--- config.mk ---
export PLATFORM = sky130hd
export DESIGN_NAME = code_lock
export DESIGN_NICKNAME = d
export VERILOG_FILES = /design/src/rtl/code_lock.sv
export SDC_FILE = /design/constraint.sdc
export NUM_CORES = 1
export LEC_CHECK = 0
export ABC_AREA = 1
export BUFFER_PORTS_ARGS = -buffer_cell sky130_fd_sc_hd__buf_2
export CORE_MARGIN = 2
export CORE_UTILIZATION = 57
export CTS_BUF_LIST = sky130_fd_sc_hd__clkbuf_8
export DETAILED_ROUTE_END_ITERATION = 16
export PLACE_DENSITY = 0.81
export REMOVE_ABC_BUFFERS = 1
export SYNTH_ARGS = -nofsm -noshare
export SYNTH_HDL_FRONTEND = slang
export SYNTH_SLANG_ARGS = --single-unit
--- constraint.sdc ---
create_clock -name i_clk -period 2.25 [get_ports i_clk]
set_input_delay 0.3375 -clock i_clk [delete_from_list [all_inputs] [get_ports i_clk]]
set_output_delay 0.3375 -clock i_clk [all_outputs]
set_load 0.005 [all_outputs]
--- src/rtl/code_lock.sv ---
// code_lock: sequential combination lock.
// A keypad presents a CODE_LEN-symbol code one symbol per strobe. The entry is
// compared against a programmable stored code. A correct entry opens the lock
// for OPEN_CYC cycles. MAX_FAIL consecutive wrong entries cause a lockout that
// lasts LOCKOUT_CYC cycles. The code can be reloaded only while the lock is open.
//
// state     | meaning
// ----------+-------------------------------------------------
// S_IDLE    | no symbols entered
// S_ENTRY   | 1 to CODE_LEN-1 symbols entered
// S_OPEN    | lock released, timer counting down
// S_LOCKOUT | input refused, timer counting down
module code_lock #(
    parameter int                         SYM_W       = 4,
    parameter int                         CODE_LEN    = 4,
    parameter int                         MAX_FAIL    = 3,
    parameter int                         OPEN_CYC    = 8,
    parameter int                         LOCKOUT_CYC = 16,
    parameter logic [SYM_W*CODE_LEN-1:0]  RESET_CODE  = 16'h4321,
    localparam int                        CNT_W       = $clog2(CODE_LEN + 1)
) (
    input  logic                        i_clk,
    input  logic                        i_reset,
    input  logic                        i_sym_valid,
    input  logic [SYM_W-1:0]            i_sym,
    input  logic                        i_clear,
    input  logic                        i_code_load,
    input  logic [SYM_W*CODE_LEN-1:0]   i_code_in,
    output logic                        o_lock_open,
    output logic                        o_lockout,
    output logic                        o_fail,
    output logic [CNT_W-1:0]            o_entry_cnt
);

    localparam int FAIL_W  = $clog2(MAX_FAIL + 1);
    localparam int MAX_CYC = (OPEN_CYC > LOCKOUT_CYC) ? OPEN_CYC : LOCKOUT_CYC;
    localparam int TMR_W   = $clog2(MAX_CYC + 1);

    localparam logic [CNT_W-1:0]  IDX_LAST = CNT_W'(CODE_LEN - 1);
    localparam logic [CNT_W-1:0]  IDX_ONE  = CNT_W'(1);
    localparam logic [FAIL_W-1:0] FAIL_LIM = FAIL_W'(MAX_FAIL);
    localparam logic [FAIL_W-1:0] FAIL_ONE = FAIL_W'(1);
    localparam logic [TMR_W-1:0]  OPEN_LD  = TMR_W'(OPEN_CYC);
    localparam logic [TMR_W-1:0]  LOCK_LD  = TMR_W'(LOCKOUT_CYC);
    localparam logic [TMR_W-1:0]  TMR_ONE  = TMR_W'(1);

    typedef enum logic [1:0] {
        S_IDLE,
        S_ENTRY,
        S_OPEN,
        S_LOCKOUT
    } state_t;

    state_t                       r_state;
    logic [CNT_W-1:0]             r_idx;
    logic                         r_mismatch;
    logic [FAIL_W-1:0]            r_fail_cnt;
    logic [TMR_W-1:0]             r_timer;
    logic [SYM_W*CODE_LEN-1:0]    r_code;
    logic                         r_fail;

    state_t                       w_state_nxt;
    logic [CNT_W-1:0]             w_idx_nxt;
    logic                         w_mismatch_nxt;
    logic [FAIL_W-1:0]            w_fail_cnt_nxt;
    logic [TMR_W-1:0]             w_timer_nxt;
    logic [SYM_W*CODE_LEN-1:0]    w_code_nxt;
    logic                         w_fail_nxt;

    logic [SYM_W-1:0]             w_code_sym;
    logic                         w_mis_acc;
    logic [FAIL_W-1:0]            w_fail_inc;

    // Select the stored symbol expected at the current entry position.
    always_comb begin
        w_code_sym = '0;
        for (int k = 0; k < CODE_LEN; k++) begin
            if (r_idx == CNT_W'(k)) begin
                w_code_sym = r_code[k*SYM_W +: SYM_W];
            end
        end
    end

    // Mismatch including the symbol being accepted this cycle.
    assign w_mis_acc  = r_mismatch | (i_sym != w_code_sym);
    assign w_fail_inc = r_fail_cnt + FAIL_ONE;

    // Next-state and next-register logic.
    always_comb begin
        w_state_nxt    = r_state;
        w_idx_nxt      = r_idx;
        w_mismatch_nxt = r_mismatch;
        w_fail_cnt_nxt = r_fail_cnt;
        w_timer_nxt    = r_timer;
        w_code_nxt     = r_code;
        w_fail_nxt     = 1'b0;

        case (r_state)
            S_IDLE, S_ENTRY: begin
                if (i_clear) begin
                    w_state_nxt    = S_IDLE;
                    w_idx_nxt      = '0;
                    w_mismatch_nxt = 1'b0;
                end else if (i_sym_valid) begin
                    if (r_idx == IDX_LAST) begin
                        w_idx_nxt      = '0;
                        w_mismatch_nxt = 1'b0;
                        if (!w_mis_acc) begin
                            w_state_nxt    = S_OPEN;
                            w_timer_nxt    = OPEN_LD;
                            w_fail_cnt_nxt = '0;
                        end else begin
                            w_fail_nxt = 1'b1;
                            if (w_fail_inc == FAIL_LIM) begin
                                w_state_nxt    = S_LOCKOUT;
                                w_timer_nxt    = LOCK_LD;
                                w_fail_cnt_nxt = '0;
                            end else begin
                                w_state_nxt    = S_IDLE;
                                w_fail_cnt_nxt = w_fail_inc;
                            end
                        end
                    end else begin
                        w_state_nxt    = S_ENTRY;
                        w_idx_nxt      = r_idx + IDX_ONE;
                        w_mismatch_nxt = w_mis_acc;
                    end
                end
            end
            S_OPEN: begin
                // A load together with clear still takes the new code.
                if (i_code_load) begin
                    w_code_nxt = i_code_in;
                end
                if (i_clear || (r_timer == TMR_ONE)) begin
                    w_state_nxt = S_IDLE;
                    w_timer_nxt = '0;
                end else begin
                    w_timer_nxt = r_timer - TMR_ONE;
                end
            end
            S_LOCKOUT: begin
                if (r_timer == TMR_ONE) begin
                    w_state_nxt = S_IDLE;
                    w_timer_nxt = '0;
                end else begin
                    w_timer_nxt = r_timer - TMR_ONE;
                end
            end
            default: begin
                w_state_nxt    = S_IDLE;
                w_idx_nxt      = '0;
                w_mismatch_nxt = 1'b0;
                w_timer_nxt    = '0;
            end
        endcase
    end

    // State and datapath registers.
    always_ff @(posedge i_clk or posedge i_reset) begin
        if (i_reset) begin
            r_state    <= S_IDLE;
            r_idx      <= '0;
            r_mismatch <= 1'b0;
            r_fail_cnt <= '0;
            r_timer    <= '0;
            r_code     <= RESET_CODE;
            r_fail     <= 1'b0;
        end else begin
            r_state    <= w_state_nxt;
            r_idx      <= w_idx_nxt;
            r_mismatch <= w_mismatch_nxt;
            r_fail_cnt <= w_fail_cnt_nxt;
            r_timer    <= w_timer_nxt;
            r_code     <= w_code_nxt;
            r_fail     <= w_fail_nxt;
        end
    end

    assign o_lock_open = (r_state == S_OPEN);
    assign o_lockout   = (r_state == S_LOCKOUT);
    assign o_fail      = r_fail;
    assign o_entry_cnt = r_idx;

endmodule

* Word-level counts from Yosys, hierarchy flattened
Cells that the tools add are included.
** Storage, ports and cells
- Register bits after elaboration :: 30
- Input bits :: 25
- Output and inout bits :: 6
** Operators by class
- Add/subtract/negate cells :: 3
- Eq/ne operators :: 16
- Muxes and demuxes :: 33
- Bitwise logic cells :: 2
- Reductions and logical operators :: 10
** Operators with widths (count)
- $mux W5 :: 7
- $mux W2 :: 9
- $mux W4 :: 4
- $pmux W5 S3 :: 1
- $mux W3 :: 3
- $mux W1 :: 8
- $reduce_and A4 Y1 :: 2
- $eq A2 B2 Y1 const B :: 3
- $eq A3 B2 Y1 const B :: 2
- $ne A2 B2 Y1 const B :: 3
- $ne A3 B3 Y1 const B :: 2
- $pmux W2 S3 :: 1
- $eq A5 B1 Y1 const B :: 1
- $sub A5 B1 Y5 const B :: 1
- $ne A2 B1 Y1 const B :: 2
- $ne A4 B4 Y1 :: 1
- $reduce_and A2 Y1 :: 2
- $add A3 B1 Y3 const B :: 1
- $eq A3 B1 Y1 const B :: 1
- $logic_not A3 Y1 :: 1
- $reduce_and A3 Y1 :: 1
- $add A2 B1 Y2 const B :: 1
- $eq A2 B1 Y1 const B :: 1
- $logic_not A2 Y1 :: 1
- other kinds (5) :: 5

* Depth between registers and ports, before layout
Gate-level depths: netlist of run 1.
- Depth in word-level cells :: 12
- Mapped depth :: 16
- Mapped depth without buffers :: 16

* Worst setup path after synthesis of run 1
Ideal clock, no wire load.
- Path kind :: flip-flop to flip-flop
- Start point :: register r_idx[0] (netlist: o_entry_cnt[0])
- End point :: register r_timer[3]
- Setup time :: 119 ps
- Arrival time :: 1692 ps
- Data required time :: 2131 ps
- Path slack :: 439 ps
- Cell stages (with the launch flop) :: 16
- Clock period less this slack :: 1811 ps
- Path through :: dfrtp_1 -> inv_1 -> ha_1 -> inv_1 -> nor2_1 -> nand3_1 -> nand2_1 -> nand2_2 -> nand3_2 -> nand2_1 -> nor2_4 -> nand3_4 -> nand3_4 -> nand3_4 -> nand2_1 -> nand2_1
** Between the ends
- Word-level cells in the longest chain between the ends :: 12
** RTL lines
- from (decl) :: RTL line 55 : logic [CNT_W-1:0] r_idx;
- from (signal assigned) :: RTL line 171 : r_idx <= w_idx_nxt;
- $logic_not A3 Y1 :: RTL line 78 : if (r_idx == CNT_W'(k)) begin
- $mux W4 (4 in series) :: RTL line 78
- $ne A4 B4 Y1 :: RTL line 85 : assign w_mis_acc = r_mismatch | (i_sym != w_code_sym);
- $or A1 B1 Y1 :: RTL line 85
- $mux W5 :: RTL line 108 : if (!w_mis_acc) begin
- $mux W5 :: RTL line 105 : if (r_idx == IDX_LAST) begin
- $mux W5 :: RTL line 104 : end else if (i_sym_valid) begin
- $mux W5 :: RTL line 100 : if (i_clear) begin
- $pmux W5 S3 :: RTL line 98 : case (r_state)
- to (signal assigned) :: RTL line 174 : r_timer <= w_timer_nxt;
- to (decl) :: RTL line 58 : logic [TMR_W-1:0] r_timer;
Parallel ways exist; a longest one is shown, timed or not. The select of a mux whose other input is x is not followed.
A chain may end at the register's enable or synchronous reset.

* Worst setup path in the final report of run 1
Same ends and word-level chain as after synthesis.

==> results.cfg, run 1 <==
[setup_path]
path_max_fanout = 5
critPathArrivalTime_ns = 2.17
cpMostUsedCell = sky130_fd_sc_hd__nand2_1
required_ns = 2.42
start_kind = flop
crit_slowest_cell = sky130_fd_sc_hd__dfrtp_1
critical_path.top_delay_family = simple AND/OR/NAND/NOR gates
biggest_cell_delay_along_the_critical_path_ns = 0.43
category_of_the_worst_setup_path_capture_point = flop
crit_buf_inv = 2
worst_path_cell_trace = inv_1 -> ha_1 -> inv_1 -> nor2_2 -> nand3_1 -> nand2_1 -> nand2_2 -> nand3_2 -> nand2_1 -> nor2_4 -> nand3_4 -> nand3_4 -> nand3_4 -> nand2_1 -> nand2_1
path_class = flop to flop

[yosys]
synth_seq_area_share_pct = 43.7
postSynthAreaPerCell_um2 = 8.66
synth.distinct_cells = 29
post_synth_instance_area_um2 = 1730
ys_warn_count = 0
synth.top_cells.by_area = sky130_fd_sc_hd__dfrtp_1, sky130_fd_sc_hd__nand2_1, sky130_fd_sc_hd__mux2_2
netlist.top_cell.by_area = sky130_fd_sc_hd__dfrtp_1
post-synth-top-area-fraction_pct = 36.1
seq_cells_post_synth = 30
netlist_instances = 200

[die]
fp.dieH_um = 59.1
core_area_um2 = 2980
ios = 31
die_extent_in_x_um = 59.1
num_rows = 20
start_util_pct = 58.2
die-area_um2 = 3500

[power_and_ir_drop]
max-vdd-ir-drop_uv = 565
power_per_cell_area_nw_per_um2 = 777
power_frac_comb_pct = 28.5
p_sw_share_pct = 33.6
netSwitchingPower_uw = 528
power.clock.fraction_pct = 27.9
seq_power_share_pct = 43.6
p_leak_nw = 1.13
power.internal_mw = 1.04

[cells_and_area]
layout.filler_cells = 249
finish.instance_area_um2 = 2020
final_core_utilization_pct = 67.9
layout.cells.most_common = sky130_fd_sc_hd__nand2_1
ratio_of_cells_with_drive_above_1_in_the_final_layout_pct = 34.5
highest_count_cells_in_the_layout_ignoring_fill_and_taps = sky130_fd_sc_hd__nand2_1, sky130_fd_sc_hd__buf_2, sky130_fd_sc_hd__inv_1, sky130_fd_sc_hd__dfrtp_1, sky130_fd_sc_hd__mux2_2
layout.nets = 268
layout-area-overhead-vs-synth_pct = 16.8
num_antenna_cells = 0

[run]
cap_violations = 0

[detailed_routing]
routed_via_density = 5.19
dr_total_vias = 1406
wl_per_cell_um = 12.6
detail_route.iter0.violations = 44
ant_nets = 0
finalWirelength_um = 3410
drt_first_pass_iters = 4
drc = 0

[sta]
finalWorstPathRequiredPeriod_ns = 2.00
tightest_slew_ns = 0.468
setup_violations = 0
maxClockFrequency_ghz = 0.501
fin_setup_tns_ns = 0
setup_repair_after_global_routing_missed_its_margin = no
timing.final.crit_share_pct = 88.7
relSlewSlack_pct = 68.5
finalMaxSlewViolations = 0
worst_clock_skew_ns = 0.00519
final-hold-violation-count = 0
hold_slack_ns = 0.116

[grt]
global_route.overflow_total = 0
grt_start_max_net_pins = 31
via_count_of_the_first_global_routing_pass = 1389
antenna_found_initial = 0
global_route_wire_length_before_repair_um = 5880
grt_util_all_layers_pct = 22.8

[placed_design]
dp.final_hpwl_um = 2450
placement.io_buffers = 30
gp_routability_congestion = 0.780
placement.cell_area_um2 = 1930

[cts]
insertion_delay_ns = 0.28
postCtsSetupRepairBufs = 0
clkSinkCount = 30
clockBufferDepth = 2
tritoncts = done
clk_transition_reported_paths_ns = 0.06
clock_root_buffer = sky130_fd_sc_hd__clkbuf_8
cts_buffers = 5
clock_tree.htree_level_count = 2

[run_status]
outcome = finished clean

[worst_hold_path]
timing.hold.worst.class = primary input to async pin
metal layers:
metal	global-route usage (%)	vias to the layer above	share of wire (%)	wire length [µm]
met2	38.9	23	49	1660
met3	5.90	7	3.7	127
met1	28.0	657	46	1560
li1	-	719	-	-
met4	7.79	0	1.7	59
met5	0	-	0	0
power groups by stage:
stage | combinational, mW | clock (mW) | sequential (mW)
CTS | 0.451 | 0.445 | 0.686
finish | 0.447 | 0.439 | 0.686
detailed placement | 0.442 | 0 | 0.694
floorplan | 0.349 | 0 | 0.679
global route | 0.519 | 0.464 | 0.700
global placement | 0.429 | 0 | 0.692
path summary, 6_finish.rpt:
check	from	end	slack [ns]	cells past startpoint
min in group i_clk	i_code_in[7]	r_code[7]	0.28	2
setup reg to reg	o_entry_cnt[0]	r_timer[3]	0.25	15
setup / recovery	o_entry_cnt[0]	r_timer[3]	0.25	15
max in group asynchronous	i_reset	r_code[8]	1.81	3
hold reg to reg	r_timer[4]	r_timer[4]	0.49	2
hold / removal	i_reset	o_fail	0.12	3
metrics by stage:
stage / cells / setup slack, ns / power, mW
6_report: 271 / 0.253 / 1.57
3_3_place_gp: 263 / 0.262 / 1.12
2_1_floorplan: 199 / 0.439 / 1.03
3_5_place_dp: 263 / 0.232 / 1.14
4_1_cts: 271 / 0.179 / 1.58
5_1_grt: 271 / 0.0313 / 1.68
flip-flops by register name (all words and copies together) (netlist names):
name,cells
r_state,2
o_entry_cnt,3
o_fail,1
r_code,16
r_mismatch,1
r_fail_cnt,2
r_timer,5
worst min-delay path: cells and delay by family:
| kind | cells | cell delay, ns |
|---|---|---|
| buffers and inverters | 3 | 0.47 |
repair_timing:
item                       4_1_cts  5_1_grt
gates resized for setup          0        2
setup endpoints to repair        0        6
hold buffers                     0        0
synthesized netlist by cell type, drive strengths merged:
cell type   n
nand3      17
nand2      56
a21oi       5
dfstp       5
dfrtp      25
o2111ai     1
o21ai      12
nand3b      1
or2         2
buf         1
inv        30
ha          6
o21bai      1
nor2       16
nor3        2
nand4       4
mux2       15
o211ai      1
layout make-up:
type | count | area (µm²) | share of cell area [%]
clock buffer | 6 | 82.6 | 4.08
clock inverter | 2 | 8.76 | 0.433
multi-input combinational | 139 | 861 | 42.5
timing repair buffer | 31 | 158 | 7.79
inverter | 30 | 115 | 5.69
tap | 33 | 41.3 | 2.04
sequential | 30 | 757 | 37.4
logic make-up (layout without fill, tap and decap cells):
logic type | Yosys count | in the layout | synth area share (%)
AND/OR/NAND/NOR | 98 | 98 | 28.6
multiplexers | 15 | 15 | 9.75
AO/OA/AOI/OAI | 20 | 20 | 6.72
buffers and inverters | 31 | 69 | 6.93
flip-flops | 30 | 30 | 43.7
adder cells (fa/ha/maj) | 6 | 6 | 4.33
No activity file was read; power rests on OpenSTA's default activity.
==> run 2: changes to the inputs <==
- ABC_AREA: 1 -> 0
- CORE_UTILIZATION: 57 -> 30
- PLACE_DENSITY: 0.81 -> default
==> run 2 against run 1 <==
Net effect: non-clock buffer count rose by 16; worst hold slack better by 0.0033 ns; setup slack got worse by 0.19 ns.
==> results.cfg, run 2 <==
[yosys]
synth.distinct_cells = 44
ys_warn_count = 0
synth_seq_area_share_pct = 45.1
netlist_instances = 156
synthFlopType = sky130_fd_sc_hd__dfrtp_1
post_synth_instance_area_um2 = 1680
postSynthAreaPerCell_um2 = 10.7
netlist.top_cell.by_area = sky130_fd_sc_hd__dfrtp_1
synth_most_common_cell = sky130_fd_sc_hd__dfrtp_1
synth_edf_count = 0
synth.top_cells.by_area = sky130_fd_sc_hd__dfrtp_1, sky130_fd_sc_hd__mux2_2, sky130_fd_sc_hd__dfstp_2
post-synth-top-area-fraction_pct = 37.3
synth_async_sr_flop_share_pct = 100
yosys-top-cells-count = sky130_fd_sc_hd__dfrtp_1, sky130_fd_sc_hd__mux2_2, sky130_fd_sc_hd__nand2_1
seq_cells_post_synth = 30

[sta]
finalMaxSlewViolations = 0
timing.final.crit_share_pct = 97.1
setup_repair_after_global_routing_missed_its_margin = yes
worst_clock_skew_ns = 0.00396
maxClockFrequency_ghz = 0.458
tightest_slew_ns = 0.631
relSlewSlack_pct = 57.8
setup_violations = 0
finalWorstSetupSlack_ns = 0.0651
fin_setup_tns_ns = 0
hold_slack_ns = 0.120
final-hold-violation-count = 0
finalWorstPathRequiredPeriod_ns = 2.18

[setup_path]
crit_buf_inv = 1
path_max_fanout = 8
rrSetupSlack_ns = 0.07
start_kind = flop
reg2reg_to = r_fail_cnt[0]
critical_path.top_delay_family = simple AND/OR/NAND/NOR gates
required_ns = 2.43
critPathArrivalTime_ns = 2.36
reg2reg_from = o_entry_cnt[0]
category_of_the_worst_setup_path_capture_point = flop
crit_slowest_cell = sky130_fd_sc_hd__dfrtp_2
r2r_cells = 8
path_class = flop to flop
worst_path_cell_trace = ha_2 -> and2b_1 -> a221oi_2 -> o311ai_1 -> nor4b_4 -> buf_6 -> nor3_4 -> mux2_2
biggest_cell_delay_along_the_critical_path_ns = 0.45

[cells_and_area]
max_flop_register = r_code
layout-area-overhead-vs-synth_pct = 32.9
num_antenna_cells = 0
layout.nets = 237
ratio_of_cells_with_drive_above_1_in_the_final_layout_pct = 46.9
layout.cells.most_common = sky130_fd_sc_hd__buf_2
largest_register_ff_count = 16
highest_count_cells_in_the_layout_ignoring_fill_and_taps = sky130_fd_sc_hd__buf_2, sky130_fd_sc_hd__dfrtp_1, sky130_fd_sc_hd__mux2_2, sky130_fd_sc_hd__buf_4, sky130_fd_sc_hd__nand2_1
finish.instance_area_um2 = 2230

[grt]
global_route.overflow_total = 0
grt_start_max_net_pins = 31
antenna_found_initial = 0
global_route_wire_length_before_repair_um = 6550
grt_util_all_layers_pct = 13.8
via_count_of_the_first_global_routing_pass = 1433

[power_and_ir_drop]
power.internal_uw = 979
power_frac_comb_pct = 15.2
p_sw_share_pct = 24.8
power.clock.fraction_pct = 39.5
max-vdd-ir-drop_uv = 354
p_leak_nw = 1.01
netSwitchingPower_uw = 323
power_per_cell_area_nw_per_um2 = 584
seq_power_share_pct = 45.2

[placed_design]
dp.final_hpwl_um = 2740
gp_routability_congestion = 0.908
placement.io_buffers = 30
placement.cell_area_um2 = 2010
placement.setup.worst_slack_ns = -0.0948

[cts]
cts_buffers = 5
clk_transition_reported_paths_ns = 0.06
clkSinkCount = 30
clock_tree.htree_level_count = 2
cts_hold_buf = 0
clock_root_buffer = sky130_fd_sc_hd__clkbuf_8
clockBufferDepth = 2
tritoncts = done
insertion_delay_ns = 0.29

[detailed_routing]
wl_per_cell_um = 13.6
drt_first_pass_iters = 6
finalWirelength_um = 3790
routed_via_density = 4.77
dr_total_vias = 1330
ant_nets = 0
detail_route.iter0.violations = 46
drc = 0

[run_status]
outcome = finished clean

[die]
core_area_um2 = 5440
start_util_pct = 30.8
die_extent_in_x_um = 78.8
num_rows = 27
ios = 31
fp.dieH_um = 78.8
die-area_um2 = 6200

[run]
cap_violations = 0

[worst_hold_path]
timing.hold.worst.class = primary input to async pin
==> run 2: changes by cell type after synthesis, moves of 5 or more <==
cell | previous run | this run
sky130_fd_sc_hd__nor2b_1 | 0 | 7
sky130_fd_sc_hd__nand2_2 | 5 | 0
sky130_fd_sc_hd__inv_1 | 24 | 9
sky130_fd_sc_hd__nand3_1 | 13 | 1
sky130_fd_sc_hd__inv_2 | 5 | 0
sky130_fd_sc_hd__nand2_1 | 49 | 11
==> run 2: area by class of cell <==
cell class	count	area (µm²)
Fill cell	538	3210
Tap cell	72	90.1
Timing Repair Buffer	47	285
Multi-Input combinational cell	113	951
Sequential cell	30	758
Clock buffer	8	110
Inverter	9	33.8
==> run 2: power by group through the flow <==
| stage | clock network, mW | logic (mW) | registers [mW] |
|---|---|---|---|
| floorplan | 0 | 0.106 | 0.592 |
| global placement | 0 | 0.172 | 0.595 |
| detailed placement | 0 | 0.174 | 0.596 |
| CTS | 0.532 | 0.182 | 0.586 |
| global route | 0.552 | 0.222 | 0.592 |
| finish | 0.515 | 0.198 | 0.589 |
==> run 2: tightest hold or removal path: cells and delay by family <==
kind,cells,cell delay (ns)
buffers and inverters,3,0.48
==> run 2: through the flow <==
stage	cells	utilization, %	power [mW]
CTS	277	39.5	1.30
global placement	268	36.9	0.767
detailed placement	268	36.9	0.771
finish	279	41.0	1.30
floorplan	152	-	0.698
global route	279	41.0	1.37
==> run 2: layer usage <==
layer	routed length [µm]	track usage, %	up-vias
met4	71	6.32	0
met1	1850	17.7	632
met2	1690	21.5	28
li1	-	-	663
met3	166	3.86	7
met5	0	0	-
==> run 2: logic make-up (layout without fill, tap and decap cells) <==
group	count (synthesis)	in the layout	share of synthesized area (%)
adders and majority gates	6	6	4.48
AOI/OAI and AO/OA	33	33	14.9
DFF	30	30	45.1
buffers and inverters	13	64	2.91
xor gates and xnor gates	6	6	3.13
muxes	17	17	11.4
and+or+nand+nor	51	51	18.1
==> run 2: repair_timing <==
item,4_1_cts,5_1_grt
gates resized for setup,6,14
hold endpoints to repair,0,0
buffers inserted,1,2
setup endpoints to repair,8,8
pin swaps,0,5
==> run 2: how the worst max path moves through the flow <==
stage / from / endpoint / slack [ns] / depth (start not counted)
floorplan: o_entry_cnt[0] / r_fail_cnt[0] / -0.05 / 7
global placement: i_sym[0] / r_fail_cnt[0] / -0.05 / 8
detailed placement: o_entry_cnt[1] / r_fail_cnt[0] / -0.09 / 9
CTS: o_entry_cnt[0] / r_fail_cnt[0] / -0.001 / 8
global route: o_entry_cnt[1] / r_fail_cnt[0] / -0.01 / 9
finish: o_entry_cnt[0] / r_fail_cnt[0] / 0.07 / 8
==> run 3: changes to the inputs <==
- CTS_CLUSTER_SIZE: default -> 24
- PLACE_DENSITY_LB_ADDON: default -> 0.25
- SKIP_LAST_GASP: default -> 1
==> run 3 against run 2 <==
Net effect: total power is 5.5% lower; setup slack better by 0.033 ns; via count is 2.7% higher; final cell count is 1.1% higher.
==> results.cfg, run 3 (synthesis results as in run 2) <==
[cells_and_area]
largest_register_ff_count = 16
layout-area-overhead-vs-synth_pct = 33.2
final_core_utilization_pct = 41.1
highest_count_cells_in_the_layout_ignoring_fill_and_taps = sky130_fd_sc_hd__buf_2, sky130_fd_sc_hd__dfrtp_1, sky130_fd_sc_hd__mux2_2, sky130_fd_sc_hd__buf_4, sky130_fd_sc_hd__nand2_1
layout.cells.most_common = sky130_fd_sc_hd__buf_2
finish.instance_area_um2 = 2230
ratio_of_cells_with_drive_above_1_in_the_final_layout_pct = 47.6
num_antenna_cells = 0
layout.nets = 240
max_flop_register = r_code
layout.filler_cells = 550

[die]
start_util_pct = 30.8
core_area_um2 = 5440
ios = 31
fp.dieH_um = 78.8
die-area_um2 = 6200
num_rows = 27
die_extent_in_x_um = 78.8

[detailed_routing]
detail_route.iter0.violations = 34
finalWirelength_um = 3830
ant_nets = 0
wl_per_cell_um = 13.6
drt_first_pass_iters = 6
drc = 0
dr_total_vias = 1366
routed_via_density = 4.84

[grt]
global_route.overflow_total = 0
grt_util_all_layers_pct = 13.4
antenna_found_initial = 0
grt_start_max_net_pins = 31
via_count_of_the_first_global_routing_pass = 1389
global_route_wire_length_before_repair_um = 6440

[sta]
maxClockFrequency_ghz = 0.465
timing.final.crit_share_pct = 95.7
relSlewSlack_pct = 72.0
tightest_slew_ns = 0.413
final-hold-violation-count = 0
finalMaxSlewViolations = 0
finalWorstPathRequiredPeriod_ns = 2.15
setup_violations = 0
hold_slack_ns = 0.123
worst_clock_skew_ns = 0.0104

[cts]
cts_hold_buf = 0
clk_transition_reported_paths_ns = 0.06
cts_buffers = 5
insertion_delay_ns = 0.28
clkSinkCount = 30
clock_root_buffer = sky130_fd_sc_hd__clkbuf_8
clock_tree.htree_level_count = 2
tritoncts = done
clockBufferDepth = 2

[power_and_ir_drop]
power_per_cell_area_nw_per_um2 = 551
p_leak_nw = 1.02
max-vdd-ir-drop_uv = 387

[setup_path]
category_of_the_worst_setup_path_capture_point = flop
start_kind = flop
path_max_fanout = 6
crit_slowest_cell = sky130_fd_sc_hd__dfrtp_2
rrSetupSlack_ns = 0.1
path_class = flop to flop
critical_path.top_delay_family = compound AO/OA/AOI/OAI gates
reg2reg_from = o_entry_cnt[0]
worst_path_cell_trace = ha_2 -> or3_2 -> a211o_1 -> o211ai_1 -> nor4b_4 -> buf_6 -> o21ai_4 -> a22oi_1
required_ns = 2.41
reg2reg_to = r_timer[3]
worstSetupStartpoint = o_entry_cnt[0]
r2r_cells = 8
biggest_cell_delay_along_the_critical_path_ns = 0.45
crit_buf_inv = 1
critPathArrivalTime_ns = 2.31

[placed_design]
placement.cell_area_um2 = 2040
placement.io_buffers = 30
dp.final_hpwl_um = 2730
gp_routability_congestion = 0.780

[run_status]
outcome = finished clean

[run]
cap_violations = 0

[worst_hold_path]
timing.hold.worst.class = primary input to async pin
run 3: changes by cell type in the layout (fill, tap and decap cells not counted), sizes merged:
cell	delta
clkbuf	-2
clkinv	+1
buf	+3
inv	+1
run 3: final cells by class:
class | instances | area (µm²) | share of cell area, %
multi-input combinational | 113 | 948 | 42.5
sequential | 30 | 758 | 33.9
timing repair buffer | 50 | 312 | 13.9
tap | 72 | 90.1 | 4.03
clock buffer | 6 | 82.6 | 3.70
inverter | 9 | 33.8 | 1.51
clock inverter | 2 | 8.76 | 0.392
run 3: worst max-delay path by stage:
stage,to,slack [ns],depth (start not counted)
detailed placement,r_fail_cnt[0],-0.06,9
finish,r_timer[3],0.1,8
floorplan,r_fail_cnt[0],-0.05,7
global route,r_state[1],-0.008,9
global placement,r_fail_cnt[0],-0.04,8
CTS,r_timer[3],-0.02,8
run 3: layer usage:
layer  track usage [%]  wire (µm)
met5                 0          0
met4              5.26         66
met3              3.52        169
met2              21.4       1790
met1              17.2       1810
run 3: repair_timing:
action	in CTS	in global routing
pin swaps	0	5
setup endpoints to repair	8	10
buffers inserted	2	0
gates cloned	0	0
resized for setup	1	20
run 3: stage by stage:
| stage | power, mW | setup slack (ns) | TNS [ns] | instances |
|---|---|---|---|---|
| detailed placement | 0.772 | -0.0568 | -0.127 | 272 |
| CTS | 1.22 | -0.0155 | -0.0384 | 282 |
| finish | 1.23 | 0.0978 | 0 | 282 |
| global placement | 0.771 | -0.0426 | -0.0764 | 272 |
| floorplan | 0.698 | -0.0489 | -0.0489 | 152 |
| global route | 1.29 | -0.00759 | -0.0212 | 282 |
run 3: worst min-delay path, stage by stage:
cell	delay (ns)
sky130_fd_sc_hd__buf_2	0.09
sky130_fd_sc_hd__inv_1	0.04
sky130_fd_sc_hd__buf_4	0.35
run 3: report_power, final:
group / total, mW / internal, mW / switching (mW)
clock: 0.442 / 0.242 / 0.200
sequential: 0.589 / 0.565 / 0.0237
combinational: 0.199 / 0.107 / 0.0919
